$ cat src/rtl/rsa_job_sequencer.sv
// rsa_job_sequencer: accepts RSA jobs on a valid/ready stream and sequences one control core through
// its inverter and mod-exp phases. Optional per-phase wait timeout: define RSA_SEQ_TIMEOUT_EN.
module rsa_job_sequencer #(
  parameter int WIDTH       = 128,
  parameter int MASK_CYC    = 2,
  parameter int TIMEOUT_CYC = 2**20
) (
  input  logic               clk,
  input  logic               reset_n,
  input  logic               req_valid,
  output logic               req_ready,
  input  logic [WIDTH-1:0]   req_p,
  input  logic [WIDTH-1:0]   req_q,
  input  logic               req_mode,
  input  logic [2*WIDTH-1:0] req_msg,
  output logic               rsp_valid,
  input  logic               rsp_ready,
  output logic [2*WIDTH-1:0] rsp_msg,
  output logic               rsp_err,
  output logic               rsp_key_reused,
  output logic [WIDTH-1:0]   core_p,
  output logic [WIDTH-1:0]   core_q,
  output logic               core_encrypt_decrypt,
  output logic [2*WIDTH-1:0] core_msg_in,
  output logic               core_reset_inverter,
  output logic               core_reset_mod_exp,
  input  logic               core_inverter_finish,
  input  logic               core_mod_exp_finish,
  input  logic [2*WIDTH-1:0] core_msg_out,
  output logic               busy
);

  localparam int MW = $clog2(MASK_CYC + 1) + 1;

  typedef enum logic [2:0] {
    S_IDLE,
    S_INV_RST,
    S_INV_WAIT,
    S_EXP_RST,
    S_EXP_WAIT,
    S_RESP
  } state_t;

  state_t             r_state;
  state_t             w_next;
  logic [MW-1:0]      r_mask_cnt;
  logic [WIDTH-1:0]   r_core_p;
  logic [WIDTH-1:0]   r_core_q;
  logic               r_core_mode;
  logic [2*WIDTH-1:0] r_core_msg;
  logic [WIDTH-1:0]   r_cache_p;
  logic [WIDTH-1:0]   r_cache_q;
  logic               r_cache_mode;
  logic               r_cache_valid;
  logic [2*WIDTH-1:0] r_rsp_msg;
  logic               r_rsp_err;
  logic               r_key_reused;

  logic w_accept;
  logic w_hit;
  logic w_mask_done;
  logic w_inv_done;
  logic w_exp_done;
  logic w_timeout;

  assign w_accept    = (r_state == S_IDLE) && req_valid;
  assign w_hit       = r_cache_valid && (req_p == r_cache_p) && (req_q == r_cache_q) &&
                       (req_mode == r_cache_mode);
  assign w_mask_done = (r_mask_cnt == MW'(MASK_CYC));
  assign w_inv_done  = (r_state == S_INV_WAIT) && w_mask_done && core_inverter_finish;
  assign w_exp_done  = (r_state == S_EXP_WAIT) && w_mask_done && core_mod_exp_finish;

`ifdef RSA_SEQ_TIMEOUT_EN
  logic [31:0] r_wait_cnt;

  always_ff @(posedge clk or negedge reset_n) begin
    if (!reset_n) begin
      r_wait_cnt <= '0;
    end else if (r_state == S_INV_WAIT || r_state == S_EXP_WAIT) begin
      r_wait_cnt <= r_wait_cnt + 32'd1;
    end else begin
      r_wait_cnt <= '0;
    end
  end

  // An accepted finish on the last allowed cycle still wins over the timeout.
  assign w_timeout = (r_state == S_INV_WAIT || r_state == S_EXP_WAIT) &&
                     (r_wait_cnt == 32'(TIMEOUT_CYC - 1)) && !w_inv_done && !w_exp_done;
`else
  // Waits are unbounded; TIMEOUT_CYC only matters when the timeout is built in.
  assign w_timeout = (TIMEOUT_CYC < 0);
`endif

  always_ff @(posedge clk or negedge reset_n) begin
    if (!reset_n) begin
      r_state <= S_IDLE;
    end else begin
      r_state <= w_next;
    end
  end

  always_comb begin
    w_next = r_state;
    unique case (r_state)
      S_IDLE:     if (req_valid) w_next = w_hit ? S_EXP_RST : S_INV_RST;
      S_INV_RST:  w_next = S_INV_WAIT;
      S_INV_WAIT: begin
        if (w_timeout) begin
          w_next = S_RESP;
        end else if (w_inv_done) begin
          w_next = S_EXP_RST;
        end
      end
      S_EXP_RST:  w_next = S_EXP_WAIT;
      S_EXP_WAIT: if (w_timeout || w_exp_done) w_next = S_RESP;
      S_RESP:     if (rsp_ready) w_next = S_IDLE;
      default:    w_next = S_IDLE;
    endcase
  end

  // Mask counter restarts with every reset pulse so a stale finish cannot slip through.
  always_ff @(posedge clk or negedge reset_n) begin
    if (!reset_n) begin
      r_mask_cnt <= '0;
    end else if (r_state == S_INV_WAIT || r_state == S_EXP_WAIT) begin
      if (!w_mask_done) r_mask_cnt <= r_mask_cnt + MW'(1);
    end else begin
      r_mask_cnt <= '0;
    end
  end

  always_ff @(posedge clk or negedge reset_n) begin
    if (!reset_n) begin
      r_core_p      <= '0;
      r_core_q      <= '0;
      r_core_mode   <= 1'b0;
      r_core_msg    <= '0;
      r_cache_p     <= '0;
      r_cache_q     <= '0;
      r_cache_mode  <= 1'b0;
      r_cache_valid <= 1'b0;
      r_rsp_msg     <= '0;
      r_rsp_err     <= 1'b0;
      r_key_reused  <= 1'b0;
    end else begin
      if (w_accept) begin
        r_core_p     <= req_p;
        r_core_q     <= req_q;
        r_core_mode  <= req_mode;
        r_core_msg   <= req_msg;
        r_key_reused <= w_hit;
        r_rsp_err    <= 1'b0;
      end
      if (w_inv_done) begin
        r_cache_p     <= r_core_p;
        r_cache_q     <= r_core_q;
        r_cache_mode  <= r_core_mode;
        r_cache_valid <= 1'b1;
      end
      if (w_exp_done) begin
        r_rsp_msg <= core_msg_out;
      end
      if (w_timeout) begin
        r_rsp_msg     <= '0;
        r_rsp_err     <= 1'b1;
        r_cache_valid <= 1'b0;
      end
    end
  end

  assign req_ready            = (r_state == S_IDLE);
  assign busy                 = (r_state != S_IDLE);
  assign rsp_valid            = (r_state == S_RESP);
  assign rsp_msg              = r_rsp_msg;
  assign rsp_err              = r_rsp_err;
  assign rsp_key_reused       = r_key_reused;
  assign core_p               = r_core_p;
  assign core_q               = r_core_q;
  assign core_encrypt_decrypt = r_core_mode;
  assign core_msg_in          = r_core_msg;
  assign core_reset_inverter  = (r_state == S_INV_RST);
  assign core_reset_mod_exp   = (r_state == S_EXP_RST);

endmodule
$ cat config.mk
export PLATFORM = sky130hd
export DESIGN_NAME = rsa_job_sequencer
export DESIGN_NICKNAME = d
export VERILOG_FILES = /design/src/rtl/rsa_job_sequencer.sv
export SDC_FILE = /design/constraint.sdc
export NUM_CORES = 1
export LEC_CHECK = 0
export CORE_AREA = 2 2 606 608
export DETAILED_ROUTE_END_ITERATION = 10
export DIE_AREA = 0 0 608 610
export HOLD_SLACK_MARGIN = 0.08
export RECOVER_POWER = 25
export SLEW_MARGIN = 20
export SYNTH_ARGS = -nofsm -noshare
export SYNTH_HDL_FRONTEND = slang
export SYNTH_SLANG_ARGS = --single-unit
$ cat constraint.sdc
create_clock -name clk -period 5.72 [get_ports clk]
set_clock_uncertainty 0.1 [all_clocks]
set_input_delay 1.144 -clock clk [delete_from_list [all_inputs] [get_ports clk]]
set_output_delay 1.144 -clock clk [all_outputs]
set_load 0.01 [all_outputs]
Word level (Yosys, flattened, before mapping)
Cells that the tools add are included.
{ "classes": {"addsub": 1, "eq_ne": 14, "mux": 8, "n_reduce_logical": 12} }
{ "op_table": {"columns": ["op", "count"], "rows": [
  ["== test 128 bit", 2],
  ["two-way mux 3 bit", 6],
  ["case mux 3 bit (6 select lines)", 1],
  ["== test 3 x 2 -> 1 bit (second input constant)", 3],
  ["logical AND 1 bit", 8],
  ["inequality test 2 bit (second input constant)", 4],
  ["== test 3 bit (second input constant)", 2],
  ["AND reduction 4 bit", 1],
  ["adder 3 x 1 -> 3 bit (second input constant)", 1],
  ["== test 3 x 1 -> 1 bit (second input constant)", 1],
  ["zero test 3 bit", 1],
  ["nonzero test 3 bit", 1],
  ["two-way mux 2 bit", 1],
  ["inequality test 2 x 1 -> 1 bit (second input constant)", 1],
  ["== test 1 bit", 1],
  ["logical OR 1 bit", 1]
]} }
{ "word_totals": {"regBits": 1034, "in_bits": 775, "output_inout_bits": 776, "wordCells": 47} }

Depth between registers and ports, before layout
{ "logic_depth": {"depth_word": 7, "depth_mapped": 9, "mapped_depth_nobuf": 9} }

Worst setup path after synthesis
OpenSTA, ideal clock, no wires.
{ "synth_timing": {"kind": "input to register", "startpoint": "in req_p[108]", "endpoint": "reg r_state[1]", "t_arrival_ps": 2681, "t_required_ps": 5544, "path_slack_ps": 2862, "path_stages": 7, "path_cell_list": "nor2b_1 a2111oi_4 nand4_1 or4_4 nor4_4 nand4_1 o21ai_1"} }
{ "synth_via": {"elab_chain_cells": 7} }
{ "synth_rtl": {"columns": ["item", "line", "source"], "rows": [
  ["start: declaration", "12", "input logic [WIDTH-1:0] req_p,"],
  ["== test 128 bit", "67", "assign w_hit = r_cache_valid && (req_p == r_cache_p) && (req_q == r_cache_q) &&"],
  ["logical AND 1 bit (3 in series)", "67", null],
  ["two-way mux 2 bit", "105", "S_IDLE: if (req_valid) w_next = w_hit ? S_EXP_RST : S_INV_RST;"],
  ["two-way mux 3 bit", "105", null],
  ["case mux 3 bit (6 select lines)", "104", "unique case (r_state)"],
  ["end signal: assignment", "98", "r_state <= w_next;"],
  ["end: declaration", "44", "state_t r_state;"]
]} }
No other way between the ends. The select of a mux whose other input is x is not followed.
A chain may end at the register's enable or synchronous reset.

Worst setup path in the final report
{ "layout_timing": {"startpoint": "reg r_state[1]", "endpoint": "out req_ready"} }
{ "layout_via": {"elab_chain_cells": 1} }
{ "layout_rtl": {"columns": ["item", "line", "source"], "rows": [
  ["zero test 3 bit", "171", "assign req_ready = (r_state == S_IDLE);"],
  ["end: declaration", "11", "output logic req_ready,"]
]} }
No other way between the ends.

==> flow_metrics.env <==
export IMPL_status="finished with violations"
export IMPL_violations="capacitance limit, slew limit"
export IMPL_rsz0062_at_grt="false"
export IMPL_synthTopCellsByArea="dfrtp_1 (61%), nand2_1 (14%), mux2_2 (9.4%)"
export IMPL_globalplace_congestion=0.9354
export IMPL_fp_dieArea_um2=370900
export IMPL_r2r_start="r_state[1]$_DFFE_PN0P_"
export IMPL_switching_share=0.4068
export IMPL_initial_core_util=0.1156
export IMPL_wire_per_inst_um=31.67
export IMPL_yosysMostFrequentCell="nand2_1"
export IMPL_clock_sinks=1034
export IMPL_clkPwrFrac=0.259
export IMPL_fin_crit_sh=0.8303
export IMPL_p_int_mw=21.81
export IMPL_routed_via_count=36370
export IMPL_drive_gt1_frac=0.1259
export IMPL_postCtsSetupBuffers=0
export IMPL_ys_top_cells_by_count="nand2_1 (1531), dfrtp_1 (1034), mux2_2 (353)"
export IMPL_setup_tns_ns=0
export IMPL_synth_area_um2=42120
export IMPL_seq_power_share=0.326
export IMPL_portBuffers=1549
export IMPL_ir_drop_v=0.0002614
export IMPL_drcViolationCount=0
export IMPL_area_growth_pct=63.37
export IMPL_cts_reportedPaths_clkPinSlew_ns=0.06
export IMPL_worstHoldPathType="flip-flop to flip-flop"
export IMPL_crit_type="flip-flop to output pin"
export IMPL_ys_types=53
export IMPL_clk_latency_ns=0.86
export IMPL_worst_slew_pin_slew_ns=3.786
export IMPL_finalNetCount=6203
export IMPL_syn_avg_cell_area_um2=10.98
export IMPL_cts_hold_buf=0
export IMPL_cts_tree="yes"
export IMPL_busiest_layer="met2"
export IMPL_grt_pass1_vias=35560
export IMPL_comb_power_share=0.415
export IMPL_setup_viol=0
export IMPL_required_ns=4.48
export IMPL_drtIter0Drc=3025
export IMPL_synth_top_area_share=0.6144
export IMPL_die_w_um=608
export IMPL_hold_viol_final=0
export IMPL_cts_max_path_buffers=4
export IMPL_syn_inst=3836
export IMPL_arrival_ns=3.51
export IMPL_dieHeight_um=610
export IMPL_max_cap_viol_count=2
export IMPL_grtUsageMet3=0.1220
export IMPL_ys_seq_area_frac=0.6144
export IMPL_fmax_ghz=0.2105
export IMPL_synth_seq_cells=1034
export IMPL_antenna_left=0
export IMPL_cts_max_level=4
export IMPL_drt_pass1_iterations=5
export IMPL_slew_headroom=-1.524
export IMPL_grt_max_degree=132
export IMPL_cp_end_kind="output pin"
export IMPL_slew_violations=113
export IMPL_hp_start="r_cache_valid$_DFFE_PN0P_"
export IMPL_grt_util_met2=0.2723
export IMPL_ctsResizeCount=0
export IMPL_dp_hpwl_um=278000
export IMPL_core_area_um2=364400
export IMPL_synth_top_area_cell="dfrtp_1"
export IMPL_root_buffer="clkbuf_16"
export IMPL_leakage_nw=30.73
export IMPL_startpoint="r_state[1]$_DFFE_PN0P_"
export IMPL_gr_usage_met1=0.1749
export IMPL_ys_flop_type="dfrtp_1"
export IMPL_finalCriticalPeriod_ns=4.750
export IMPL_grt_pass1_wl_um=409200
export IMPL_cts_made_buffers=144
export IMPL_power_density_nw_per_um2=534.3
export IMPL_syn_nets=4613
export IMPL_grt_util_all_layers=0.1713
export IMPL_num_io_pins=1551
export IMPL_num_rows=222
export IMPL_cp_max_fo=11
export IMPL_fin_hold_ws_ns=0.3603
export IMPL_drt_total_wl_um=329200
export IMPL_p_switching_mw=14.96
export IMPL_async_reset_ff_frac=1.000
export IMPL_globalRouteOverflowTotal=0
export IMPL_synth_edf_count=0
export IMPL_antenna_found_initial=191
export IMPL_ys_warn_count=0
export IMPL_vias_per_cell=3.498
export IMPL_start_kind="flip-flop"
## sequential cells by signal, summed over array words and instances, names as in the netlist
signal                count
rsp_key_reused            1
r_state                   3
core_encrypt_decrypt      1
r_cache_valid             1
core_q                  128
core_p                  128
r_cache_mode              1
core_msg_in             256
rsp_msg                 256
r_cache_p               128
r_mask_cnt                3
r_cache_q               128
## metal layers
layer	vias up	part of all wire
met5	-	0.00094
met4	48	0.043
met3	601	0.16
met2	1865	0.45
met1	18120	0.34
li1	15730	-
## cells in the final DEF (no fill, tap or decap), drive strengths merged, types with 14 or more instances in the layout
cell type      count
a2111o            25
buf               65
clkbuf           211
clkdlybuf4s50   1548
clkinv            22
clkinvlp          15
dfrtp           1034
diode             45
inv               71
mux2             476
nand2           1531
nand2b            89
nand4             30
nor2              14
nor2b            102
nor4              30
o2111ai           28
o21ai             65
xnor2             81
xor2              30
## critical path: stages (launching register included)
cell	delay, ns
dfrtp_1	0.61
nor3_1	0.88
clkdlybuf4s50_1	1.13
## final timing paths
check                                              end  slack, ns  depth (start not counted)
min in group asynchronous       core_p[85]$_DFFE_PN0P_       1.40                          1
min                          r_cache_valid$_DFFE_PN0P_       0.36                          1
max reg2reg                core_msg_in[44]$_DFFE_PN0P_       2.25                          5
max in group asynchronous       core_q[73]$_DFFE_PN0P_       1.03                          2
min reg2reg                  r_cache_valid$_DFFE_PN0P_       0.36                          1
max                                          req_ready       0.97                          2
## area by class of cell
class | instances | area, µm²
inverter | 64 | 242.7
timing repair buffer | 1622 | 16350
clock buffer | 202 | 4234
sequential | 1034 | 25870
clock inverter | 52 | 648.1
tap | 4816 | 6026
fill | 40120 | 295600
antenna | 45 | 112.6
multi-input combinational | 2560 | 15320
## power groups by stage
stage / registers (mW) / logic (mW) / clock network, mW
final: 12.0 / 15.3 / 9.52
after global routing: 12.3 / 16.3 / 10.1
after CTS: 12.0 / 15.6 / 9.82
after detailed placement: 12.0 / 15.5 / 0
after global placement: 11.9 / 15.5 / 0
after floorplan: 12.6 / 3.43 / 0
## logic make-up (layout without fill, tap and decap cells)
family | after synthesis | count (layout) | share of synthesized area
DFF | 1034 | 1034 | 0.6144
AOI/OAI and AO/OA | 155 | 155 | 0.02959
adders and majority gates | 2 | 2 | 0.0005941
muxes | 477 | 477 | 0.1275
buffers and inverters | 242 | 1940 | 0.02469
and+or+nand+nor | 1814 | 1814 | 0.1801
other | 1 | 46 | 0.00008904
xor gates and xnor gates | 111 | 111 | 0.02308
## per-stage QoR
step / setup slack (ns) / power [mW] / utilization / area [µm²] / std cells
2_1_floorplan: 2.863 / 16.07 / - / 42120 / 3836
3_3_place_gp: -0.09527 / 27.44 / 0.1750 / 63770 / 10090
3_5_place_dp: 1.003 / 27.49 / 0.1752 / 63850 / 10100
4_1_cts: 0.7838 / 37.34 / 0.1886 / 68740 / 10350
5_1_grt: 0.4509 / 38.69 / 0.1886 / 68740 / 10370
6_report: 0.9704 / 36.76 / 0.1888 / 68810 / 10400
Power figures use the tool's default switching activity.
